--- src/rtl/pc_seq_pkg.sv ---
// Shared definitions for the PC sequencer: next-PC select codes and default parameters.
package pc_seq_pkg;

    localparam int PC_W_DEF      = 12;
    localparam int ADDR_W_DEF    = 16;
    localparam int SHIFT_DEF     = 2;
    localparam int RESET_PC_DEF  = 0;
    localparam int RAS_DEPTH_DEF = 4;

    typedef enum logic [2:0] {
        SEL_RESET,
        SEL_RET,
        SEL_JUMP,
        SEL_BRANCH,
        SEL_HOLD,
        SEL_INC
    } sel_e;

endpackage

--- src/rtl/pc_ras.sv ---
// Circular return-address stack: a push when full overwrites the oldest entry.
// Sticky overflow/underflow flags clear only on rst.
module pc_ras
    import pc_seq_pkg::*;
#(
    parameter int DEPTH = RAS_DEPTH_DEF,
    parameter int W     = PC_W_DEF
) (
    input  logic         clk,
    input  logic         rst,
    input  logic         push_i,
    input  logic         pop_i,
    input  logic [W-1:0] push_data_i,
    output logic [W-1:0] top_data_o,
    output logic         empty_o,
    output logic         full_o,
    output logic         ovf_o,
    output logic         unf_o
);

    localparam int PTR_W = $clog2(DEPTH);
    localparam int CNT_W = $clog2(DEPTH + 1);

    logic [W-1:0]     mem_q [DEPTH];
    logic [PTR_W-1:0] wr_ptr_q, wr_ptr_d;
    logic [CNT_W-1:0] cnt_q, cnt_d;
    logic             ovf_q, ovf_d;
    logic             unf_q, unf_d;
    logic             do_push, do_pop;

    assign empty_o    = (cnt_q == '0);
    assign full_o     = (cnt_q == CNT_W'(DEPTH));
    assign top_data_o = mem_q[wr_ptr_q - PTR_W'(1)];
    assign ovf_o      = ovf_q;
    assign unf_o      = unf_q;

    // A pop request always wins over a simultaneous push.
    assign do_pop  = pop_i & ~empty_o;
    assign do_push = push_i & ~pop_i;

    always_comb begin
        wr_ptr_d = wr_ptr_q;
        cnt_d    = cnt_q;
        ovf_d    = ovf_q;
        unf_d    = unf_q;
        if (pop_i) begin
            if (do_pop) begin
                wr_ptr_d = wr_ptr_q - PTR_W'(1);
                cnt_d    = cnt_q - CNT_W'(1);
            end else begin
                unf_d = 1'b1;
            end
        end else if (do_push) begin
            wr_ptr_d = wr_ptr_q + PTR_W'(1);
            if (full_o) begin
                ovf_d = 1'b1;
            end else begin
                cnt_d = cnt_q + CNT_W'(1);
            end
        end
    end

    always_ff @(posedge clk) begin
        if (rst) begin
            wr_ptr_q <= '0;
            cnt_q    <= '0;
            ovf_q    <= 1'b0;
            unf_q    <= 1'b0;
        end else begin
            wr_ptr_q <= wr_ptr_d;
            cnt_q    <= cnt_d;
            ovf_q    <= ovf_d;
            unf_q    <= unf_d;
        end
    end

    // Entries are don't-care after reset, so the storage carries no reset.
    always_ff @(posedge clk) begin
        if (!rst && do_push) begin
            mem_q[wr_ptr_q] <= push_data_i;
        end
    end

endmodule

--- src/rtl/pc_sequencer.sv ---
// Program-counter sequencer with increment, branch, jump, stall and optional return stack.
// Return stack is present only when PC_SEQUENCER_RAS_EN is defined.
module pc_sequencer
    import pc_seq_pkg::*;
#(
    parameter int PC_W      = PC_W_DEF,
    parameter int ADDR_W    = ADDR_W_DEF,
    parameter int SHIFT     = SHIFT_DEF,
    parameter int RESET_PC  = RESET_PC_DEF,
    parameter int RAS_DEPTH = RAS_DEPTH_DEF
) (
    input  logic              clk,
    input  logic              rst,
    input  logic              stall_i,
    input  logic              branch_i,
    input  logic [PC_W-1:0]   branch_off_i,
    input  logic              jump_i,
    input  logic [PC_W-1:0]   jump_tgt_i,
    input  logic              call_i,
    input  logic              ret_i,
    output logic [PC_W-1:0]   pc_o,
    output logic [ADDR_W-1:0] real_pc_o,
    output logic              ras_ovf_o,
    output logic              ras_unf_o
);

    logic [PC_W-1:0] pc_q, pc_d;
    logic [PC_W-1:0] pc_inc;
    logic [PC_W-1:0] ras_top;
    logic            ret_hit;
    logic            ret_miss;
    sel_e            sel;

    assign pc_inc = pc_q + PC_W'(1);

`ifdef PC_SEQUENCER_RAS_EN
    logic ras_empty;
    logic ras_full_unused;
    logic ras_push;

    // A return in the same cycle as a call performs only the return.
    assign ras_push = jump_i & call_i & ~ret_i;
    assign ret_hit  = ret_i & ~ras_empty;
    assign ret_miss = ret_i & ras_empty;

    pc_ras #(
        .DEPTH (RAS_DEPTH),
        .W     (PC_W)
    ) u_ras (
        .clk         (clk),
        .rst         (rst),
        .push_i      (ras_push),
        .pop_i       (ret_i),
        .push_data_i (pc_inc),
        .top_data_o  (ras_top),
        .empty_o     (ras_empty),
        .full_o      (ras_full_unused),
        .ovf_o       (ras_ovf_o),
        .unf_o       (ras_unf_o)
    );
`else
    logic ras_cfg_unused;

    assign ras_cfg_unused = ^{ret_i, call_i, RAS_DEPTH[0]};
    assign ret_hit        = 1'b0;
    assign ret_miss       = 1'b0;
    assign ras_top        = '0;
    assign ras_ovf_o      = 1'b0;
    assign ras_unf_o      = 1'b0;
`endif

    always_comb begin
        sel = SEL_INC;
        if (rst) begin
            sel = SEL_RESET;
        end else if (ret_hit) begin
            sel = SEL_RET;
        end else if (ret_miss) begin
            // An empty-stack return swallows any lower-priority redirect.
            sel = stall_i ? SEL_HOLD : SEL_INC;
        end else if (jump_i) begin
            sel = SEL_JUMP;
        end else if (branch_i) begin
            sel = SEL_BRANCH;
        end else if (stall_i) begin
            sel = SEL_HOLD;
        end
    end

    always_comb begin
        pc_d = pc_q;
        case (sel)
            SEL_RESET:  pc_d = PC_W'(RESET_PC);
            SEL_RET:    pc_d = ras_top;
            SEL_JUMP:   pc_d = jump_tgt_i;
            SEL_BRANCH: pc_d = pc_q + branch_off_i;
            SEL_HOLD:   pc_d = pc_q;
            SEL_INC:    pc_d = pc_inc;
            default:    pc_d = pc_q;
        endcase
    end

    always_ff @(posedge clk) begin
        if (rst) begin
            pc_q <= PC_W'(RESET_PC);
        end else begin
            pc_q <= pc_d;
        end
    end

    assign pc_o      = pc_q;
    assign real_pc_o = ADDR_W'(pc_q) << SHIFT;

endmodule

--- config.mk ---
export PLATFORM = sky130hd
export DESIGN_NAME = pc_sequencer
export DESIGN_NICKNAME = d
export VERILOG_FILES = /design/src/rtl/pc_seq_pkg.sv /design/src/rtl/pc_ras.sv /design/src/rtl/pc_sequencer.sv
export SDC_FILE = /design/constraint.sdc
export NUM_CORES = 1
export LEC_CHECK = 0
export ABC_AREA = 1
export BUFFER_PORTS_ARGS = -buffer_cell sky130_fd_sc_hd__buf_2
export CORE_MARGIN = 3
export CORE_UTILIZATION = 33
export CTS_CLUSTER_SIZE = 40
export DETAILED_ROUTE_END_ITERATION = 7
export GPL_TIMING_DRIVEN = 0
export PLACE_DENSITY = 0.68
export SLEW_MARGIN = 20
export SYNTH_ARGS = -nofsm -noshare
export SYNTH_HDL_FRONTEND = slang
export SYNTH_SLANG_ARGS = --single-unit
--- constraint.sdc ---
create_clock -name clk -period 3.4 [get_ports clk]
set_input_delay 0.68 -clock clk [delete_from_list [all_inputs] [get_ports clk]]
set_output_delay 0.68 -clock clk [all_outputs]
set_load 0.1 [all_outputs]
==> metrics.md, run 1 <==
| Metric | Value |
|---|---|
| Worst skew pair latency | `between 0.2 and 0.3 ns` |
| Area growth syn-to-layout | `27.6%` |
| ANT cells | `0` |
| Worst path required time | `between 3 and 4 ns` |
| CP Depth | `14` |
| Top post-synthesis cells by area | `nand2_1 (21%), dfxtp_1 (17%), buf_4 (10%)` |
| Worst Skew | `0.00217 ns` |
| Initial drt markers | `between 40 and 50` |
| Post-synth EDFFs | `0` |
| Ys Warns | `0` |
| Synth area leader | `nand2_1` |
| Final worst slack | `just under 0.9 ns` |
| H-tree depth | `1` |
| Overflow after GRT | `0` |
| DP Wirelength | `2750 um` |
| Cts repair resizes | `0` |
| CP endpoint | `pc_o[8]` |
| Fmax | `approximately 0.4 GHz` |
| Count leader, synth | `nand2_1` |
| Clock sinks | `12` |
| Register area share after synthesis | `0.175` |
| Antenna violations before repair | `0` |
| Post-Synthesis Cells | `234` |
| DR vias | `~1,500` |
| Worst reg-to-reg path cell count | `9` |
| Routed wire length | `3400 um` |
| Post-Synthesis Cell Area | `~1400 um^2` |
| R2r endpoint | `pc_o[8]` |
| Via/cell ratio | `between 4 and 5` |
| Max stage delay on crit path | `0.44 ns` |
| Final Max Slew Viols | `0` |
| Chip Width | `70.6 um` |
| Fill cells | `between 400 and 500` |
| Worst r2r src | `pc_o[0]` |
| Vias in the first global route | `around 1,300` |
| Die height | `between 70 and 80 um` |
| Setup WS pre-CTS | `between 0.6 and 0.7 ns` |
| Primary FF master, synth | `dfxtp_1` |
| Post-DR wirelength/cell | `about 9.9 um` |
| Final Net Count | `about 340` |
| Worst Path Arrival | `2.64 ns` |
| Max Cap Violations | `0` |
| Layout cells sized above 1 | `0.296` |
| Site row count | `22` |
| Antenna-violating nets left | `0` |
| Status | `completed` |
| CTS Buf Count | `3` |
| Critical path endpoint category | `register` |
| Routability cong. | `0.834` |
| Final min period | `between 2 and 3 ns` |
| #FFs+latches synth | `12` |
| Delay-heaviest family, CP | `simple AND/OR/NAND/NOR gates` |
| Worst Path Buf+Inv | `3` |
| Cts hold-fix bufs | `0` |
| Hold Violations, Final | `0` |
| Synth cell types | `26` |
| Most frequent CP cell | `nand2_1` |
| Worst Setup SP | `jump_i` |
| Worst Setup Path Type | `input port to register` |
| Pwr dens | `between 400 and 500 nW/um^2` |
| Worst VDD drop | `roughly 0.24 mV` |
| Post-CTS Repair Setup Buffers | `0` |
| Starting density of the core | `0.360` |
| Worst Hold Class | `register to register` |
| Gr usage total | `0.137` |
| # IOs | `between 60 and 70` |
| Max reg flops | `12` |
| CTS clk-pin slew, worst paths | `about 0.060 ns` |
| First-pass GRT wire length | `5620 um` |
| Mapped Avg Cell Area | `just under 6 um^2` |
| TNS Setup | `0 ns` |
| Post-Place Cells | `between 300 and 400` |
| CP Max Fanout | `10` |
| Synth top cells by count | `nand2_1 (76), inv_1 (37), nand3_1 (27), nor2_1 (20), buf_4 (19)` |
| CTS tree | `done` |
| R2r setup slk | `1.64 ns` |
| Final Cycle Share | `0.738` |
| Clock Path Buffers | `2` |
| Non-filler cells in the finished layout | `about 340` |
| CP max stage cell | `fa_1` |
| P_leak | `approximately 1.1 nW` |
| CTS Root Cell | `clkbuf_8` |
| Critical path, cell by cell | `buf_2 > nor2_2 > nand2_1 > inv_2 > or2_2 > ha_1 > inv_1 > fa_1 > o21bai_2 > nand2_1 > nand2_1 > nand2_1 > nand3_1 > nand3_1` |
| Input/output buffers | `52` |
| DRC errors left | `0` |
| Async SR Flop Fraction | `0` |
| Die area | `between 4000 and 5000 um^2` |
| Synth top area share | `0.207` |
| Final Setup Violations | `0` |
| RSZ-0062 raised after global routing | `false` |
| TritonRoute pass-1 iters | `5` |
| Startpoint types | `input port` |
| Pwr Total | `approximately 870 uW` |
| Core box area | `around 3800 um^2` |
| Largest net degree at the start of global routing | `11` |
[logic make-up (layout without fill, tap and decap cells)]
group | Yosys count | after routing | share of synthesized area
xor gates and xnor gates | 1 | 1 | 0.00636
DFF | 12 | 12 | 0.175
adders and majority gates | 12 | 12 | 0.115
other | 1 | 6 | 0.00272
and+or+nand+nor | 140 | 140 | 0.444
buffers and inverters | 59 | 114 | 0.215
AOI/OAI and AO/OA | 9 | 9 | 0.0436
[worst min-delay path, delay by kind of cell, from the launching register on]
family,cells,cell delay (ns)
flops,1,0.33
simple gates,2,0.14
[worst min path at each step]
stage / startpoint / endpoint / slack, ns / cells after the start
detailed placement: pc_o[3] / pc_o[3] / 0.51 / 2
finish: pc_o[7] / pc_o[7] / 0.52 / 2
global route: pc_o[0] / pc_o[0] / 0.55 / 2
floorplan: jump_tgt_i[0] / pc_o[0] / 0.79 / 2
CTS: pc_o[4] / pc_o[4] / 0.53 / 2
global placement: pc_o[4] / pc_o[4] / 0.50 / 2
[metrics by stage]
stage,area (um^2),hold WS (ns),util
3_3_place_gp,1720,0.502,0.448
6_report,1760,0.516,0.459
4_1_cts,1760,0.525,0.459
2_1_floorplan,1400,0.793,-
3_5_place_dp,1720,0.513,0.448
5_1_grt,1760,0.547,0.459
[cell type report]
class / count / area (um^2) / area share
Multi-Input combinational cell: 168 / 860 / 0.489
Timing Repair Buffer: 52 / 260 / 0.148
Sequential cell: 12 / 240 / 0.137
Buffer: 21 / 153 / 0.0869
Inverter: 38 / 143 / 0.0812
Tap cell: 48 / 60.1 / 0.0342
Clock buffer: 3 / 41.3 / 0.0235
[layout by cell type (no fill, tap or decap)]
cell and instances:
nand3b_1 1, nor2_1 20, o21bai_2 1, o21bai_1 1
buf_4 19, fa_1 1, nand2_1 76, clkbuf_8 3
or2_2 2, or2_1 3, nand4_1 3, ha_1 11
buf_2 54, inv_2 1, xor2_1 1, inv_1 37
o221ai_1 1, nor2_2 4, nand2b_1 1, nor3_2 1
dfxtp_1 12, nand3_1 27, nand3_2 1, conb_1 6
nand2_2 1, a21oi_1 5, o211ai_1 1
[power breakdown]
group | leakage [nW] | switching, mW | total [mW] | internal, mW
logic | 0.967 | 0.426 | 0.560 | 0.134
registers | 0.100 | 0.0182 | 0.177 | 0.159
clock network | 0.0216 | 0.0580 | 0.136 | 0.0784
total | 1.09 | 0.502 | 0.874 | 0.371
[layer usage]
layer,vias up,wire length [um],GRT usage
li1,819,-,-
met1,617,1620,0.185
met2,41,1540,0.227
met3,2,225,0.0369
met4,0,14,0.0188
met5,-,0,0
No activity file was read; power rests on OpenSTA's default activity.
==> run 2: changes to the inputs <==
==> constraint.sdc (replaced) <==
create_clock -name clk -period 2.4 [get_ports clk]
set_input_delay 0.48 -clock clk [delete_from_list [all_inputs] [get_ports clk]]
set_output_delay 0.48 -clock clk [all_outputs]
set_load 0.1 [all_outputs]
==> run 2 against run 1 <==
Power rose by 42%. Worst setup slack worse by 0.67 ns. Critical path depth unchanged. Via count increased by 0.27%. Largest power group unchanged.
==> metrics.md, run 2 (synthesis gave the netlist of run 1 again) <==
| Metric | Value |
|---|---|
| CP Depth | `14` |
| H-tree depth | `1` |
| Hold Violations, Final | `0` |
| Worst Skew | `between 0.002 and 0.0025 ns` |
| Critical path, cell by cell | `buf_2 > nor2_2 > nand2_1 > inv_4 > or2_2 > ha_1 > inv_1 > fa_1 > o21bai_2 > nand2_1 > nand2_1 > nand2_1 > nand3_1 > nand3_1` |
| Commonest non-fill, non-tap cell in the layout | `nand2_1` |
| Site row count | `22` |
| Worst Path Arrival | `~2.3 ns` |
| Most frequent CP cell | `nand2_1` |
| Max Cap Violations | `0` |
| CTS tree | `done` |
| Worst r2r src | `pc_o[0]` |
| Gr usage total | `0.137` |
| Layout cells sized above 1 | `0.301` |
| Worst skew pair latency | `0.25 ns` |
| DRC errors left | `0` |
| Delay-heaviest family, CP | `simple AND/OR/NAND/NOR gates` |
| Initial drt markers | `43` |
| Startpoint types | `input port` |
| Critical path endpoint category | `register` |
| R2r endpoint | `pc_o[8]` |
| Area growth syn-to-layout | `28.9%` |
| Worst Path Buf+Inv | `3` |
| First-pass GRT wire length | `around 5600 um` |
| Worst VDD drop | `0.338 mV` |
| Fin area | `about 1800 um^2` |
| Die height | `70.6 um` |
| CTS clk-pin slew, worst paths | `~0.060 ns` |
| CTS Buf Count | `3` |
| Final Setup Violations | `0` |
| Final Cycle Share | `0.906` |
| # IOs | `61` |
| CP max stage cell | `fa_1` |
| RSZ-0062 raised after global routing | `false` |
| Antenna-violating nets left | `0` |
| Clock Path Buffers | `2` |
| Worst Hold Class | `input port to register` |
| Largest net degree at the start of global routing | `11` |
| Clock sinks | `12` |
| Overflow after GRT | `0` |
| Routability cong. | `0.834` |
| Input/output buffers | `52` |
| Min-delay src | `jump_tgt_i[0]` |
| Routed wire length | `~3400 um` |
| Post-DR wirelength/cell | `between 9 and 10 um` |
| Dpl cell area | `roughly 1700 um^2` |
| Final Net Count | `341` |
| R2r setup slk | `0.64 ns` |
| Max reg flops | `12` |
| Core box area | `about 3800 um^2` |
| Commonest non-fill, non-tap cells in the layout | `nand2_1 (76), buf_2 (54), inv_1 (37), nand3_1 (27), buf_4 (21)` |
| Final Max Slew Viols | `0` |
| CP Max Fanout | `4` |
| Via/cell ratio | `about 4.3` |
| Vias in the first global route | `1,305` |
| Pwr dens | `698 nW/um^2` |
| P_leak | `~1.1 nW` |
| CTS Root Cell | `clkbuf_8` |
| Final min period | `between 2 and 2.5 ns` |
| Status | `completed` |
| Starting density of the core | `0.360` |
| Worst reg-to-reg path cell count | `9` |
| Fmax | `0.460 GHz` |
| TritonRoute pass-1 iters | `4` |
| TNS Setup | `0 ns` |
| Antenna violations before repair | `0` |
| DR vias | `between 1,000 and 1,500` |
| Worst Setup Path Type | `input port to register` |
| Worst path required time | `between 2 and 3 ns` |
| Die area | `around 5000 um^2` |
| ANT cells | `0` |
| DP Wirelength | `around 2700 um` |
| Chip Width | `70.6 um` |
| CP endpoint | `pc_o[8]` |
| Max stage delay on crit path | `between 0.4 and 0.5 ns` |
| Worst Setup SP | `jump_i` |
-- run 2: cell count changes in the layout (fill, tap and decap cells not counted) --
cell and delta:
buf_4 +2, inv_2 -1, inv_4 +1
-- run 2: tightest hold or removal path, cell delays in order --
cell and delay [ns]:
buf_2 0.07, nand2_1 0.04, nand3_1 0.05
-- run 2: power breakdown --
| part | switching, mW | internal (mW) |
|---|---|---|
| Sequential | 0.0257 | 0.225 |
| Combinational | 0.603 | 0.191 |
| Clock | 0.0823 | 0.111 |
-- run 2: stage by stage --
step | util | hold slack, ns | cells | power, mW | setup WS [ns]
detailed placement | 0.448 | 0.513 | 339 | 1.05 | -0.187
finish | 0.464 | 0.433 | 344 | 1.24 | 0.226
global route | 0.464 | 0.439 | 344 | 1.32 | 0.0164
CTS | 0.459 | 0.431 | 342 | 1.25 | 0.0758
floorplan | - | 0.593 | 239 | 0.928 | 0.0835
global placement | 0.448 | 0.502 | 339 | 1.05 | -0.179
-- run 2: cell type report --
cell class / instances / area, um^2
flip-flops and latches: 12 / 240
fillers: 426 / 2050
well taps: 48 / 60.1
plain buffers: 21 / 153
inverters: 38 / 145
clock buffers: 3 / 41.3
repair buffers: 54 / 275
multi-input cells: 168 / 860
-- run 2: timing repair --
| item | CTS | global route |
|---|---|---|
| gates resized for setup | 0 | 1 |
| hold buffers | 0 | 0 |
| buffers inserted | 0 | 2 |
| endpoints found under the setup margin | 0 | 2 |
-- run 2: routing by layer --
layer / GRT usage / share of wire / vias to the layer above
li1: - / - / 825
met1: 0.185 / 0.47 / 613
met2: 0.227 / 0.45 / 43
met3: 0.0369 / 0.069 / 2
met4: 0.0188 / 0.0041 / 0
met5: 0 / 0 / -
-- run 2: how the worst min path moves through the flow --
stage | depth (start not counted) | to | slack (ns)
after floorplan | 2 | pc_o[0] | 0.59
after global placement | 2 | pc_o[4] | 0.50
after detailed placement | 2 | pc_o[3] | 0.51
after CTS | 3 | pc_o[0] | 0.43
after global routing | 3 | pc_o[0] | 0.44
final | 3 | pc_o[0] | 0.43
==> run 3: changes to the inputs <==
--- a/config.mk
+++ b/config.mk
@@ -5,14 +5,14 @@
 export SDC_FILE = /design/constraint.sdc
 export NUM_CORES = 1
 export LEC_CHECK = 0
-export ABC_AREA = 1
+export ABC_AREA = 0
 export BUFFER_PORTS_ARGS = -buffer_cell sky130_fd_sc_hd__buf_2
 export CORE_MARGIN = 3
 export CORE_UTILIZATION = 33
 export CTS_CLUSTER_SIZE = 40
 export DETAILED_ROUTE_END_ITERATION = 7
 export GPL_TIMING_DRIVEN = 0
-export PLACE_DENSITY = 0.68
+export PLACE_DENSITY = 0.69
 export SLEW_MARGIN = 20
 export SYNTH_ARGS = -nofsm -noshare
 export SYNTH_HDL_FRONTEND = slang
==> run 3 against run 2 <==
Maximum frequency shrank 13%. Area after synthesis shrank 4.0%. Register-to-register slack got worse by 0.20 ns. Combinational power shrank 1%. Synthesized cell count decreased by 24%. Clock-buffer cell count increased by 1. The run now ends with setup timing left. Sequential power about the same. Highest routed layer unchanged. Cell area is 13% higher.
==> metrics.md, run 3 <==
| Metric | Value |
|---|---|
| Layout cells sized above 1 | `0.462` |
| Worst r2r src | `pc_o[0]` |
| Slew margin rel. | `0.605` |
| Commonest non-fill, non-tap cell in the layout | `buf_2` |
| Worst Setup Path Type | `input port to register` |
| DR vias | `about 1,500` |
| Post-synth EDFFs | `0` |
| Ys Warns | `0` |
| ANT cells | `0` |
| Final min period | `2.51 ns` |
| Switching Fraction | `0.525` |
| Pwr Total | `roughly 1.3 mW` |
| Dpl cell area | `between 1500 and 2000 um^2` |
| Count leader, synth | `nand2_1` |
| Worst Hold Class | `input port to register` |
| Gate power share | `0.618` |
| Worst Path Arrival | `between 2 and 3 ns` |
| Clock Path Buffers | `2` |
| Switching pwr | `around 670 uW` |
| TritonRoute pass-1 iters | `4` |
| DRC errors left | `0` |
| P_leak | `0.971 nW` |
| Gr usage total | `0.148` |
| Antenna-violating nets left | `0` |
| Hold_ws | `between 0.4 and 0.5 ns` |
| Fin area | `~2000 um^2` |
| Post-Synthesis Cell Area | `between 1000 and 1500 um^2` |
| CTS Root Cell | `clkbuf_8` |
| CTS Buf Count | `3` |
| # IOs | `61` |
| Setup WS pre-CTS | `-0.455 ns` |
| Final Net Count | `approximately 300` |
| Max reg flops | `12` |
| Die area | `4800 um^2` |
| Primary FF master, synth | `dfxtp_1` |
| Post-Synthesis Cells | `177` |
| CP Max Fanout | `3` |
| First-pass GRT wire length | `between 5000 and 6000 um` |
| Synth top area share | `0.182` |
| DP Wirelength | `between 2000 and 3000 um` |
| Register area share after synthesis | `0.182` |
| Top post-synthesis cells by area | `dfxtp_1 (18%), ha_1 (10%), buf_4 (10%)` |
| H-tree depth | `1` |
| Failing checks | `setup timing` |
| Clock share of power | `0.186` |
| Startpoint types | `input port` |
| Largest net degree at the start of global routing | `11` |
| Chip Width | `~69 um` |
| Synth cell types | `between 40 and 50` |
| Die height | `around 69 um` |
| Starting density of the core | `0.350` |
| Flop pwr share | `0.196` |
| CTS clk-pin slew, worst paths | `0.06 ns` |
| Worst VDD drop | `roughly 0.28 mV` |
| Commonest non-fill, non-tap cells in the layout | `buf_2 (50), buf_4 (31), nand2_1 (18), nor2_1 (17), nor2b_1 (14)` |
| Routability cong. | `about 0.8` |
| Final core utilization | `0.532` |
| Area growth syn-to-layout | `51.9%` |
| Final Setup Violations | `5` |
| Pwr dens | `~630 nW/um^2` |
| Via/cell ratio | `4.86` |
| Worst skew pair latency | `approximately 0.25 ns` |
| Min-delay src | `jump_tgt_i[0]` |
| Overflow after GRT | `0` |
| #FFs+latches synth | `12` |
| Slew of the pin with the lowest slew margin | `between 0.5 and 0.6 ns` |
| Antenna violations before repair | `0` |
| Vias in the first global route | `roughly 1,400` |
| Clock sinks | `12` |
| CTS tree | `done` |
| Fill cells | `~390` |
| Routed wire length | `roughly 3800 um` |
| Final worst slack | `-0.109 ns` |
| Hold Violations, Final | `0` |
| Critical path endpoint category | `register` |
| Synth area leader | `dfxtp_1` |
| Final Max Slew Viols | `0` |
| Synth top cells by count | `nand2_1 (19), buf_4 (18), nor2_1 (17), a21oi_1 (14), nor2b_1 (14)` |
| Max Cap Violations | `0` |
| Site row count | `22` |
| RSZ-0062 raised after global routing | `true` |
| Worst path required time | `about 2.5 ns` |
| Async SR Flop Fraction | `0` |
| Worst Setup SP | `rst` |
| Core box area | `between 3000 and 4000 um^2` |
| Internal power | `603 uW` |
| Input/output buffers | `slightly above 50` |
| Post-DR wirelength/cell | `roughly 13 um` |
| Initial drt markers | `29` |
| Status | `finished, violations left` |
| Final Cycle Share | `1.05` |
| Fmax | `around 0.40 GHz` |
| Worst Skew | `between 0.005 and 0.006 ns` |
| Mapped Avg Cell Area | `7.46 um^2` |
==> run 3: cell count changes in the layout (fill, tap and decap cells not counted), sizes merged, moves of 7 or more <==
| cell | previous run | this run |
|---|---|---|
| nand2 | 77 | 19 |
| nand3 | 28 | 4 |
| buf | 75 | 84 |
| nor2b | 0 | 15 |
| clkbuf | 3 | 10 |
| a21oi | 5 | 14 |
| nor2 | 24 | 17 |
| inv | 38 | 6 |
==> run 3: metal layers <==
| layer | vias to the layer above | track usage | part of all wire |
|---|---|---|---|
| li1 | 750 | - | - |
| met1 | 640 | 0.184 | 0.42 |
| met2 | 56 | 0.249 | 0.48 |
| met3 | 7 | 0.0217 | 0.075 |
| met4 | 0 | 0.0716 | 0.019 |
| met5 | - | 0 | 0 |
==> run 3: power groups by stage <==
stage	clock network [mW]	registers, mW	logic [mW]
after global routing	0.243	0.253	0.833
after detailed placement	0	0.251	0.707
final	0.236	0.248	0.785
after global placement	0	0.250	0.703
after floorplan	0	0.401	0.450
after CTS	0.241	0.247	0.744
==> run 3: worst max-delay path: stages <==
cell and delay [ns]:
buf_8 0.10, nor4_4 0.31, clkbuf_8 0.19, or2_4 0.11, ha_4 0.12, inv_2 0.04
fa_2 0.38, nor2b_4 0.15, o2111ai_4 0.18, a311oi_2 0.31, o21a_1 0.17, o32ai_2 0.08
==> run 3: cells by family (layout without fill, tap and decap cells) <==
| kind of cell | after synthesis | after routing | share of synthesized area |
|---|---|---|---|
| other | 1 | 6 | 0.00284 |
| AOI/OAI and AO/OA | 45 | 45 | 0.252 |
| muxes | 2 | 2 | 0.0152 |
| and+or+nand+nor | 70 | 70 | 0.262 |
| xor gates and xnor gates | 4 | 4 | 0.0265 |
| DFF | 12 | 12 | 0.182 |
| adders and majority gates | 12 | 12 | 0.119 |
| buffers and inverters | 31 | 100 | 0.140 |
==> run 3: cell type report <==
class / count / area (um^2) / share of cell area
Multi-Input combinational cell: 139 / 1040 / 0.519
Sequential cell: 12 / 244 / 0.122
Inverter: 6 / 22.5 / 0.0112
Buffer: 25 / 194 / 0.0966
Timing Repair Buffer: 65 / 389 / 0.194
Tap cell: 48 / 60.1 / 0.0299
Clock buffer: 4 / 55.1 / 0.0274
==> run 3: worst paths after layout <==
| path | slack, ns | to | cells past startpoint |
|---|---|---|---|
| setup / recovery | -0.11 | pc_o[10] | 12 |
| hold / removal | 0.46 | pc_o[0] | 3 |
| setup reg to reg | 0.44 | pc_o[10] | 8 |
| hold reg to reg | 0.61 | pc_o[3] | 2 |
==> run 3: what timing repair did <==
item,in CTS,in global routing
gates resized for setup,8,13
buffers inserted,12,2
pin swaps,7,6
cloned,0,0
endpoints found under the setup margin,5,8
hold buffers,0,0
==> run 3: metrics by stage <==
stage	TNS [ns]	std cells
detailed placement	-2.57	281
floorplan	-0.145	182
CTS	-0.0951	297
finish	-0.248	299
global placement	-2.48	281
global route	-0.819	299
